<file path="config.mk">
export PLATFORM = sky130hd
export DESIGN_NAME = uart_apb
export DESIGN_NICKNAME = d
export VERILOG_FILES = /design/src/rtl/uart_apb_pkg.sv /design/src/rtl/uart_fifo.sv /design/src/rtl/uart_apb.sv
export SDC_FILE = /design/constraint.sdc
export NUM_CORES = 1
export LEC_CHECK = 0
export ABC_CLOCK_PERIOD_IN_PS = 4650
export BUFFER_PORTS_ARGS = -buffer_cell sky130_fd_sc_hd__buf_2
export CORE_MARGIN = 2
export CORE_UTILIZATION = 52
export CTS_CLUSTER_DIAMETER = 50
export DETAILED_ROUTE_END_ITERATION = 7
export HOLD_SLACK_MARGIN = 0.08
export PLACE_DENSITY_LB_ADDON = 0.12
export SLEW_MARGIN = 15
export SYNTH_ARGS = -nofsm -noshare
export SYNTH_HDL_FRONTEND = slang
export SYNTH_SLANG_ARGS = --single-unit
</file>
<file path="constraint.sdc">
create_clock -name PCLK -period 4.65 [get_ports PCLK]
set_clock_uncertainty 0.2 [all_clocks]
set_input_delay 0.465 -clock PCLK [delete_from_list [all_inputs] [get_ports PCLK]]
set_output_delay 0.465 -clock PCLK [all_outputs]
set_load 0.01 [all_outputs]
</file>
<file path="src/rtl/uart_apb_pkg.sv">
// Shared register offsets, STATUS bit positions and serial state encodings
// for the APB UART peripheral.
package uart_apb_pkg;

    localparam logic [1:0] ADDR_DATA   = 2'd0;
    localparam logic [1:0] ADDR_STATUS = 2'd1;
    localparam logic [1:0] ADDR_BAUD   = 2'd2;

    localparam int unsigned SB_TX_FULL   = 0;
    localparam int unsigned SB_TX_EMPTY  = 1;
    localparam int unsigned SB_RX_FULL   = 2;
    localparam int unsigned SB_RX_EMPTY  = 3;
    localparam int unsigned SB_TX_BUSY   = 4;
    localparam int unsigned SB_OVERRUN   = 5;
    localparam int unsigned SB_FRAME_ERR = 6;

    typedef enum logic [1:0] {
        S_IDLE  = 2'd0,
        S_START = 2'd1,
        S_DATA  = 2'd2,
        S_STOP  = 2'd3
    } uart_state_e;

endpackage

</file>
<file path="src/rtl/uart_fifo.sv">
// Synchronous FIFO with full/empty flags; pushes when full and pops when
// empty are ignored.
module uart_fifo #(
    parameter int unsigned WIDTH = 8,
    parameter int unsigned DEPTH = 4
) (
    input  logic             clk_i,
    input  logic             rst_ni,
    input  logic             push_i,
    input  logic             pop_i,
    input  logic [WIDTH-1:0] wdata_i,
    output logic [WIDTH-1:0] rdata_o,
    output logic             full_o,
    output logic             empty_o
);

    localparam int unsigned AW = (DEPTH > 1) ? $clog2(DEPTH) : 1;

    logic [WIDTH-1:0] mem_q [DEPTH];
    logic [AW-1:0]    wptr_q, rptr_q;
    logic [AW:0]      count_q;
    logic             do_push, do_pop;

    assign full_o  = (count_q == (AW+1)'(DEPTH));
    assign empty_o = (count_q == '0);
    assign do_push = push_i & ~full_o;
    assign do_pop  = pop_i & ~empty_o;
    assign rdata_o = mem_q[rptr_q];

    always_ff @(posedge clk_i or negedge rst_ni) begin
        if (!rst_ni) begin
            wptr_q  <= '0;
            rptr_q  <= '0;
            count_q <= '0;
        end else begin
            if (do_push) wptr_q <= wptr_q + AW'(1);
            if (do_pop)  rptr_q <= rptr_q + AW'(1);
            case ({do_push, do_pop})
                2'b10:   count_q <= count_q + (AW+1)'(1);
                2'b01:   count_q <= count_q - (AW+1)'(1);
                default: count_q <= count_q;
            endcase
        end
    end

    always_ff @(posedge clk_i) begin
        if (do_push) mem_q[wptr_q] <= wdata_i;
    end

endmodule

</file>
<file path="src/rtl/uart_apb.sv">
// APB3 slave wrapping an 8N1 UART: TX/RX FIFOs, 16x-oversampled baud
// generator, DATA/STATUS/BAUD register map.
module uart_apb
    import uart_apb_pkg::*;
#(
    parameter int unsigned FIFO_DEPTH  = 4,
    parameter logic [15:0] DEFAULT_DIV = 16'd1
) (
    input  logic        PCLK,
    input  logic        PRESETn,
    input  logic [31:0] PADDR,
    input  logic        PSELx,
    input  logic        PENABLE,
    input  logic        PWRITE,
    input  logic [31:0] PWDATA,
    output logic [31:0] PRDATA,
    output logic        PREADY,
    input  logic        rx,
    output logic        tx
);

    logic [1:0]  addr;
    logic        access, commit, tx_push, rx_pop, st_wr, baud_wr;
    logic        tx_full, tx_empty, rx_full, rx_empty, tx_pop, rx_push;
    logic [7:0]  tx_rdata, rx_rdata;
    logic [31:0] status;
    logic [15:0] div_q, div_d, cnt_q, cnt_d, eff_div;
    logic        tick;

    uart_state_e tx_state_q, tx_state_d, rx_state_q, rx_state_d;
    logic [3:0]  tx_tcnt_q, tx_tcnt_d, rx_tcnt_q, rx_tcnt_d;
    logic [2:0]  tx_bit_q, tx_bit_d, rx_bit_q, rx_bit_d;
    logic [7:0]  tx_shift_q, tx_shift_d, rx_shift_q, rx_shift_d;
    logic        rx_s1_q, rx_s2_q, rx_prev_q;
    logic        ovr_q, ovr_d, ferr_q, ferr_d;
    logic        unused_bits;

    assign unused_bits = ^{PADDR[31:4], PADDR[1:0], PWDATA[31:16]};

    assign addr    = PADDR[3:2];
    assign access  = PSELx & PENABLE;
    assign PREADY  = ~(access & PWRITE & (addr == ADDR_DATA) & tx_full);
    assign commit  = access & PREADY;
    assign tx_push = commit & PWRITE & (addr == ADDR_DATA);
    assign rx_pop  = commit & ~PWRITE & (addr == ADDR_DATA);
    assign st_wr   = commit & PWRITE & (addr == ADDR_STATUS);
    assign baud_wr = commit & PWRITE & (addr == ADDR_BAUD);

    uart_fifo #(.WIDTH(8), .DEPTH(FIFO_DEPTH)) u_tx_fifo (
        .clk_i(PCLK), .rst_ni(PRESETn), .push_i(tx_push), .pop_i(tx_pop),
        .wdata_i(PWDATA[7:0]), .rdata_o(tx_rdata), .full_o(tx_full), .empty_o(tx_empty)
    );

    uart_fifo #(.WIDTH(8), .DEPTH(FIFO_DEPTH)) u_rx_fifo (
        .clk_i(PCLK), .rst_ni(PRESETn), .push_i(rx_push), .pop_i(rx_pop),
        .wdata_i(rx_shift_q), .rdata_o(rx_rdata), .full_o(rx_full), .empty_o(rx_empty)
    );

    always_comb begin
        status               = '0;
        status[SB_TX_FULL]   = tx_full;
        status[SB_TX_EMPTY]  = tx_empty;
        status[SB_RX_FULL]   = rx_full;
        status[SB_RX_EMPTY]  = rx_empty;
        status[SB_TX_BUSY]   = (tx_state_q != S_IDLE);
        status[SB_OVERRUN]   = ovr_q;
        status[SB_FRAME_ERR] = ferr_q;
    end

    always_comb begin
        PRDATA = '0;
        if (PRESETn && access && !PWRITE) begin
            case (addr)
                ADDR_DATA:   PRDATA = rx_empty ? '0 : {24'b0, rx_rdata};
                ADDR_STATUS: PRDATA = status;
                ADDR_BAUD:   PRDATA = {16'b0, div_q};
                default:     PRDATA = '0;
            endcase
        end
    end

    // Divisor 0 is treated as 1; a BAUD write restarts the tick phase.
    assign eff_div = (div_q == '0) ? 16'd1 : div_q;
    assign tick    = (cnt_q >= eff_div - 16'd1);
    assign div_d   = baud_wr ? PWDATA[15:0] : div_q;
    assign cnt_d   = (baud_wr || tick) ? '0 : cnt_q + 16'd1;

    always_comb begin
        tx_state_d = tx_state_q;
        tx_tcnt_d  = tx_tcnt_q;
        tx_bit_d   = tx_bit_q;
        tx_shift_d = tx_shift_q;
        tx_pop     = 1'b0;
        if (tx_state_q == S_IDLE) begin
            if (!tx_empty) begin
                tx_pop     = 1'b1;
                tx_shift_d = tx_rdata;
                tx_tcnt_d  = '0;
                tx_state_d = S_START;
            end
        end else if (tick) begin
            tx_tcnt_d = tx_tcnt_q + 4'd1;
            if (tx_tcnt_q == 4'd15) begin
                case (tx_state_q)
                    S_START: begin
                        tx_state_d = S_DATA;
                        tx_bit_d   = '0;
                    end
                    S_DATA: begin
                        tx_shift_d = {1'b0, tx_shift_q[7:1]};
                        tx_bit_d   = tx_bit_q + 3'd1;
                        if (tx_bit_q == 3'd7) tx_state_d = S_STOP;
                    end
                    default: tx_state_d = S_IDLE;
                endcase
            end
        end
    end

    assign tx = (tx_state_q == S_START) ? 1'b0 :
                (tx_state_q == S_DATA)  ? tx_shift_q[0] : 1'b1;

    // Sticky flags: W1C applied first so a same-cycle hardware set wins.
    always_comb begin
        rx_state_d = rx_state_q;
        rx_tcnt_d  = rx_tcnt_q;
        rx_bit_d   = rx_bit_q;
        rx_shift_d = rx_shift_q;
        rx_push    = 1'b0;
        ovr_d      = ovr_q & ~(st_wr & PWDATA[SB_OVERRUN]);
        ferr_d     = ferr_q & ~(st_wr & PWDATA[SB_FRAME_ERR]);
        case (rx_state_q)
            S_IDLE: begin
                if (rx_prev_q && !rx_s2_q) begin
                    rx_state_d = S_START;
                    rx_tcnt_d  = '0;
                end
            end
            S_START: begin
                if (tick) begin
                    rx_tcnt_d = rx_tcnt_q + 4'd1;
                    if (rx_tcnt_q == 4'd7) begin
                        rx_tcnt_d  = '0;
                        rx_bit_d   = '0;
                        rx_state_d = rx_s2_q ? S_IDLE : S_DATA;
                    end
                end
            end
            S_DATA: begin
                if (tick) begin
                    rx_tcnt_d = rx_tcnt_q + 4'd1;
                    if (rx_tcnt_q == 4'd15) begin
                        rx_shift_d = {rx_s2_q, rx_shift_q[7:1]};
                        rx_bit_d   = rx_bit_q + 3'd1;
                        if (rx_bit_q == 3'd7) rx_state_d = S_STOP;
                    end
                end
            end
            default: begin
                if (tick) begin
                    rx_tcnt_d = rx_tcnt_q + 4'd1;
                    if (rx_tcnt_q == 4'd15) begin
                        rx_state_d = S_IDLE;
                        if (!rx_s2_q)     ferr_d  = 1'b1;
                        else if (rx_full) ovr_d   = 1'b1;
                        else              rx_push = 1'b1;
                    end
                end
            end
        endcase
    end

    always_ff @(posedge PCLK or negedge PRESETn) begin
        if (!PRESETn) begin
            div_q      <= DEFAULT_DIV;
            cnt_q      <= '0;
            tx_state_q <= S_IDLE;
            tx_tcnt_q  <= '0;
            tx_bit_q   <= '0;
            tx_shift_q <= '0;
            rx_state_q <= S_IDLE;
            rx_tcnt_q  <= '0;
            rx_bit_q   <= '0;
            rx_shift_q <= '0;
            rx_s1_q    <= 1'b1;
            rx_s2_q    <= 1'b1;
            rx_prev_q  <= 1'b1;
            ovr_q      <= 1'b0;
            ferr_q     <= 1'b0;
        end else begin
            div_q      <= div_d;
            cnt_q      <= cnt_d;
            tx_state_q <= tx_state_d;
            tx_tcnt_q  <= tx_tcnt_d;
            tx_bit_q   <= tx_bit_d;
            tx_shift_q <= tx_shift_d;
            rx_state_q <= rx_state_d;
            rx_tcnt_q  <= rx_tcnt_d;
            rx_bit_q   <= rx_bit_d;
            rx_shift_q <= rx_shift_d;
            rx_s1_q    <= rx;
            rx_s2_q    <= rx_s1_q;
            rx_prev_q  <= rx_s2_q;
            ovr_q      <= ovr_d;
            ferr_q     <= ferr_d;
        end
    end

endmodule

</file>
# [Word-level counts from Yosys, hierarchy flattened]
# Memories as Yosys holds them, arrays and structs flattened.
# Cells that the tools add are included.
[word_totals] ff_bits=85 in_bits=70 ramBits=64 out_inout_bits=34 n_memories=2 elab_cells=186
[mem_list] memory="u_rx_fifo.mem_q" words=4 width=8 rd=1 rd_clocked_by_memory_dff=0 write_ports=1 line="uart_fifo.sv:19" text="logic [WIDTH-1:0] mem_q [DEPTH];"
[mem_list] memory="u_tx_fifo.mem_q" words=4 width=8 rd=1 rd_clocked_by_memory_dff=0 write_ports=1 line="uart_fifo.sv:19"
[classes] n_lt_le_gt_ge=1 bitwise_logic=28 addsub=14 reduce_logical=31 n_eq_ne=25 muxes=64
[ops] op="16-bit two-way mux" count=3
[ops] op="8-bit two-way mux" count=6
[ops] op="16-bit one-hot mux with 3 select lines" count=1
[ops] op="2-bit two-way mux" count=14
[ops] op="4-bit two-way mux" count=7
[ops] op="3-bit one-hot mux with 2 select lines" count=4
[ops] op="1-bit two-way mux" count=22
[ops] op="1-bit bitwise AND" count=19
[ops] op="2-bit nonzero test" count=9
[ops] op="16-bit by 1-bit adder with 16-bit output, second input constant" count=1
[ops] op="16-bit greater-or-equal comparator" count=1
[ops] op="16-bit logical NOT" count=1
[ops] op="16-bit by 1-bit subtractor with 16-bit output, second input constant" count=1
[ops] op="2-bit != test, second input constant" count=7
[ops] op="3-bit by 1-bit adder with 3-bit output, second input constant" count=4
[ops] op="3-bit == test, second input constant" count=4
[ops] op="3-bit two-way mux" count=4
[ops] op="4-bit AND reduction" count=3
[ops] op="2-bit by 1-bit == test with 1-bit output, second input constant" count=5
[ops] op="2-bit == test, second input constant" count=5
[ops] op="1-bit NOT" count=9
[ops] op="2-bit by 1-bit adder with 2-bit output, second input constant" count=4
[ops] op="4-bit by 1-bit adder with 4-bit output, second input constant" count=2
[ops] op="4-bit == test, second input constant" count=2
[ops] op="other kinds (17)" count=25

# [Depth between registers and ports, before layout]
[depth] word_depth=16 ltp_mapped=23 mapped_depth_nobuf=22

# [By module]
# A second synthesis with hierarchy kept.
[hier_totals] hier_cells=604 hier_area_um2=7427.1
[by_module_without_submodules] mod="uart_apb" instances=1 cells_each=444 seq_area_each_um2=1781.7 area_each_um2=4246.6
[by_module_without_submodules] mod="uart_fifo at u_rx_fifo" instances=1 cells_each=79 seq_area_each_um2=1136.1 area_each_um2=1592.8
[by_module_without_submodules] mod="uart_fifo at u_tx_fifo" instances=1 cells_each=81 seq_area_each_um2=1136.1 area_each_um2=1587.8

# [Least setup slack after synthesis]
# OpenSTA, ideal clock, no wires.
[synth_timing] path_type="register -> register" from="register div_q[9]" to="register u_rx_fifo.count_q[1]" n_path_buf=0 stages_incl_launch_ff=19 t_arrival_ps=4484 path_slack_ps=-117 required_time_ps=4367 setup_time_ps=83 synth_period_minus_slack_ps=4767 cell_sequence="dfrtp_1 or4_1 or3_1 nor3b_1 a21oi_1 ha_1 nor3b_1 xnor2_1 ha_1 nand2_1 or3_1 o221ai_2 a21boi_4 nor4b_4 inv_1 ha_1 inv_1 fa_1 o21ai_0"
[synth_via] elab_chain_cells=9 word_cells_on_any_way=11 classes_between="add/sub (1); order compare (1); eq/ne (2); mux (4); bitwise (1); reduce/logical (2)"
[synth_lines] element="from (decl)" line="uart_apb.sv:27" text="logic [15:0] div_q, div_d, cnt_q, cnt_d, eff_div;"
[synth_lines] element="from (signal assigned)" line="uart_apb.sv:191" text="div_q <= div_d;"
[synth_lines] element="16-bit logical NOT" line="uart_apb.sv:83" text="assign eff_div = (div_q == '0) ? 16'd1 : div_q;"
[synth_lines] element="16-bit two-way mux *" line="uart_apb.sv:83"
[synth_lines] element="16-bit by 1-bit subtractor with 16-bit output *" line="uart_apb.sv:84" text="assign tick = (cnt_q >= eff_div - 16'd1);"
[synth_lines] element="16-bit greater-or-equal comparator *" line="uart_apb.sv:84"
[synth_lines] element="1-bit two-way mux *" line="uart_apb.sv:160" text="if (tick) begin"
[synth_lines] element="1-bit two-way mux *" line="uart_apb.sv:132" text="case (rx_state_q)"
[synth_lines] element="1-bit bitwise AND *" line="uart_fifo.sv:26" text="assign do_push = push_i & ~full_o;"
[synth_lines] element="2-bit by 1-bit == test with 1-bit output or 2-bit == test (tied branches)" line="uart_fifo.sv:38" text="case ({do_push, do_pop})"
[synth_lines] element="3-bit one-hot mux with 2 select lines or 2-bit nonzero test (tied branches)"
[synth_lines] element="to (signal assigned)" line="uart_fifo.sv:39" text="2'b10: count_q <= count_q + (AW+1)'(1);"
[synth_lines] element="to (signal assigned)" line="uart_fifo.sv:40" text="2'b01: count_q <= count_q - (AW+1)'(1);"
[synth_lines] element="to (signal assigned)" line="uart_fifo.sv:41" text="default: count_q <= count_q;"
[synth_lines] element="to (decl)" line="uart_fifo.sv:21" text="logic [AW:0] count_q;"
# Mark *: on every way between the ends. The rest lies on a longest branch, timed or not.
# A chain may end at the register's enable or synchronous reset.

# [Final worst setup path]
[layout_timing] from="register div_q[10]" to="register tx_shift_q[2]"
[layout_via] elab_chain_cells=6
[layout_lines] element="16-bit logical NOT" line="uart_apb.sv:83"
[layout_lines] element="16-bit two-way mux *" line="uart_apb.sv:83"
[layout_lines] element="16-bit by 1-bit subtractor with 16-bit output *" line="uart_apb.sv:84"
[layout_lines] element="16-bit greater-or-equal comparator *" line="uart_apb.sv:84"
[layout_lines] element="2-bit nonzero test (no line) *"
[layout_lines] element="4-bit AND reduction (no line) *"
[layout_lines] element="to (signal assigned)" line="uart_apb.sv:196" text="tx_shift_q <= tx_shift_d;"
[layout_lines] element="to (decl)" line="uart_apb.sv:33" text="logic [7:0] tx_shift_q, tx_shift_d, rx_shift_q, rx_shift_d;"
# Marks and branches as above.

==> results.ini <==
[status]
outcome=completed

[finish]
layout_commonest_cell=dfrtp_1
nNetsFinal=793
stdcell_area_um2=8930
mostFrequentLayoutCells=81 x dfrtp_1, 64 x edfxtp_1, 53 x nor2_1
final_cells=878
area_delta_synth_final_pct=20.2
drive_above_1_share=0.278

[place]
placedInstanceArea_um2=8040
hpwl_um=10400
numPortBuffers=41
gp_congestion=0.812
placed_cells=824

[logic_synthesis]
synth-async-reset-ratio=0.570
synthCells=593
yosysTopAreaCell=dfrtp_1
syn_area_um2=7430
syn_area_per_cell_um2=12.5
synth.distinct_cells=57
synth_warnings=0
synth_top_area_share=0.273
synth_edf_count=64
ys.flop_type=dfrtp_1
synth_area_leaders=dfrtp_1 27%, edfxtp_1 26%, ha_1 6.2%
seq_area_frac_synth=0.546
synth-seq-cells=149

[timing]
finalSetupViolations=0
fmax_mhz=216
finalCriticalPeriod_ps=4630
relSlewSlack=0.441
finalHoldViolCount=0
whs_ps=106
rsz0062_at_grt=true
report.final.slew_viol_count=0
timing.final.crit_share=0.996
worstMarginPinSlew_ps=838

[critical_path]
cp-end-kind=flop
crit_fanout=7
cp-start-kind=flop
crit_type=reg -> reg
required_ps=4770
r2r_start=div_q[10]
crit_start=div_q[10]
arrival_ps=4750

[cts]
clk_pin_slew_ps=60
htreeDepth=4
cts_buffers=17
cts_tree=yes
root_buffer=clkbuf_16
cts_sinks=149
cts_max_path_buffers=2
clock_latency_ps=420

[hold_path]
hold_path.class=in -> reg
hp-start=PWDATA[1]

[die]
dieArea_um2=15300
initial_utilization=0.533
dieHeight_um=124
io_pins=104
placement_rows=43
core_area_um2=13900
fp.dieW_um=124

[routing]
drtIter0Drc=387
num_vias=4741
routed_via_density=5.40
postRouteAntennaNets=0
avgRoutedWirePerCell_um=17.1
wirelength_um=15000
drc=0
dr.pass1.iters=4

[global_routing]
grt_usage=0.215
antenna_found_initial=1
overflow=0
grt_pass1_vias=4866
grt_max_degree=66
grt_pass1_wl_um=24500

[job]
maxCapViolCount=0

[power]
power_density_nw_per_um2=470
finalPower_mw=4.20
power.leakage_nw=3.70
peakVddDrop_v=0.000289

synth_stat cells, drive strengths merged, types with 2 or more instances:
library cell / n
edfxtp: 64
dfrtp: 81
nand3b: 2
a21oi: 20
nor4: 6
o221a: 7
fa: 2
dfstp: 4
ha: 37
nor3: 10
mux4: 16
a21o: 2
nand2: 33
mux2i: 7
nor3b: 4
mux2: 31
nor2: 54
a211o: 2
nand4: 5
or4: 2
buf: 18
nor4b: 4
o21ai: 17
nand3: 12
o41ai: 2
a22oi: 7
inv: 25
and3: 6
xnor2: 22
a21boi: 2
and2: 19
o31ai: 2
clkbuf: 13
nand2b: 11
xor2: 17
nor2b: 9
or3: 4
logic make-up after synthesis:
kind of cell,Yosys count,share of synthesized area
adders and majority gates,39,0.0677
DFF,149,0.546
muxes,54,0.105
AOI/OAI and AO/OA,72,0.0701
xor gates and xnor gates,39,0.0460
other,1,0.000505
buffers and inverters,57,0.0369
and+or+nand+nor,182,0.128
per-layer routing:
metal | vias to the layer above | wire length, µm | track usage
met4 | 0 | 227 | 0.0781
met3 | 18 | 533 | 0.0484
met1 | 2337 | 6550 | 0.276
met2 | 97 | 7680 | 0.357
met5 | - | 0 | 0
li1 | 2289 | - | -
registers in the layout, indices dropped and copies added (netlist names), 4 cells and up:
| register | flops |
|---|---|
| div_q | 16 |
| tx_tcnt_q | 4 |
| cnt_q | 16 |
| u_rx_fifo.mem_q | 32 |
| u_tx_fifo.mem_q | 32 |
| rx_tcnt_q | 4 |
| rx_shift_q | 8 |
| tx_shift_q | 8 |
worst paths after layout:
| check | end | cells after the start | slack, ps |
|---|---|---|---|
| worst max-delay path | tx_shift_q[2] | 18 | 20 |
| worst min-delay path | u_tx_fifo.mem_q[1][1] | 1 | 110 |
| worst max register to register | tx_shift_q[2] | 18 | 20 |
| worst min register to register | rx_s2_q | 0 | 160 |
| max in group asynchronous | rx_state_q[0] | 3 | 2820 |
| min in group asynchronous | tx_shift_q[1] | 2 | 280 |
power breakdown:
group	internal (mW)	total [mW]	switching, mW
clock network	0.708	1.30	0.595
registers	1.55	1.81	0.260
logic	0.592	1.08	0.488
area by class of cell:
cell class / instances / area (µm²)
fillers: 1066 / 5010
well taps: 180 / 225
clock buffers: 17 / 425
diodes: 1 / 2.50
flip-flops and latches: 149 / 4050
repair buffers: 88 / 647
clock inverters: 15 / 139
multi-input cells: 402 / 3340
inverters: 26 / 97.6
repair_timing:
| item | in CTS | in global routing |
|---|---|---|
| hold buffers | 13 | 0 |
| hold endpoints to repair | 41 | 0 |
| setup endpoints to repair | 9 | 22 |
| setup buffers | 4 | 4 |
| gates resized for setup | 3 | 20 |
| pin swaps | 14 | 11 |
per-stage QoR:
step	utilization	TNS [ps]	worst slack, ps
after floorplan	-	-52.0	-33.4
after global placement	0.577	0	36.5
after detailed placement	0.577	-258	-57.3
after CTS	0.629	0	4.26
after global routing	0.641	-2170	-215
final	0.641	0	20.4
worst max-delay path: stages (launching register included):
cell	delay (ps)
dfrtp_1	390
or4_4	520
or3_4	370
nor3b_4	240
a21oi_2	90
ha_2	190
nor3b_4	170
nand2_2	120
nor2_2	60
xnor2_2	130
ha_1	290
nand2_2	50
buf_4	140
nor4_4	280
buf_4	170
and2_4	140
a2bb2oi_4	60
or4_4	600
o221a_4	310
Power figures use the tool's default switching activity.
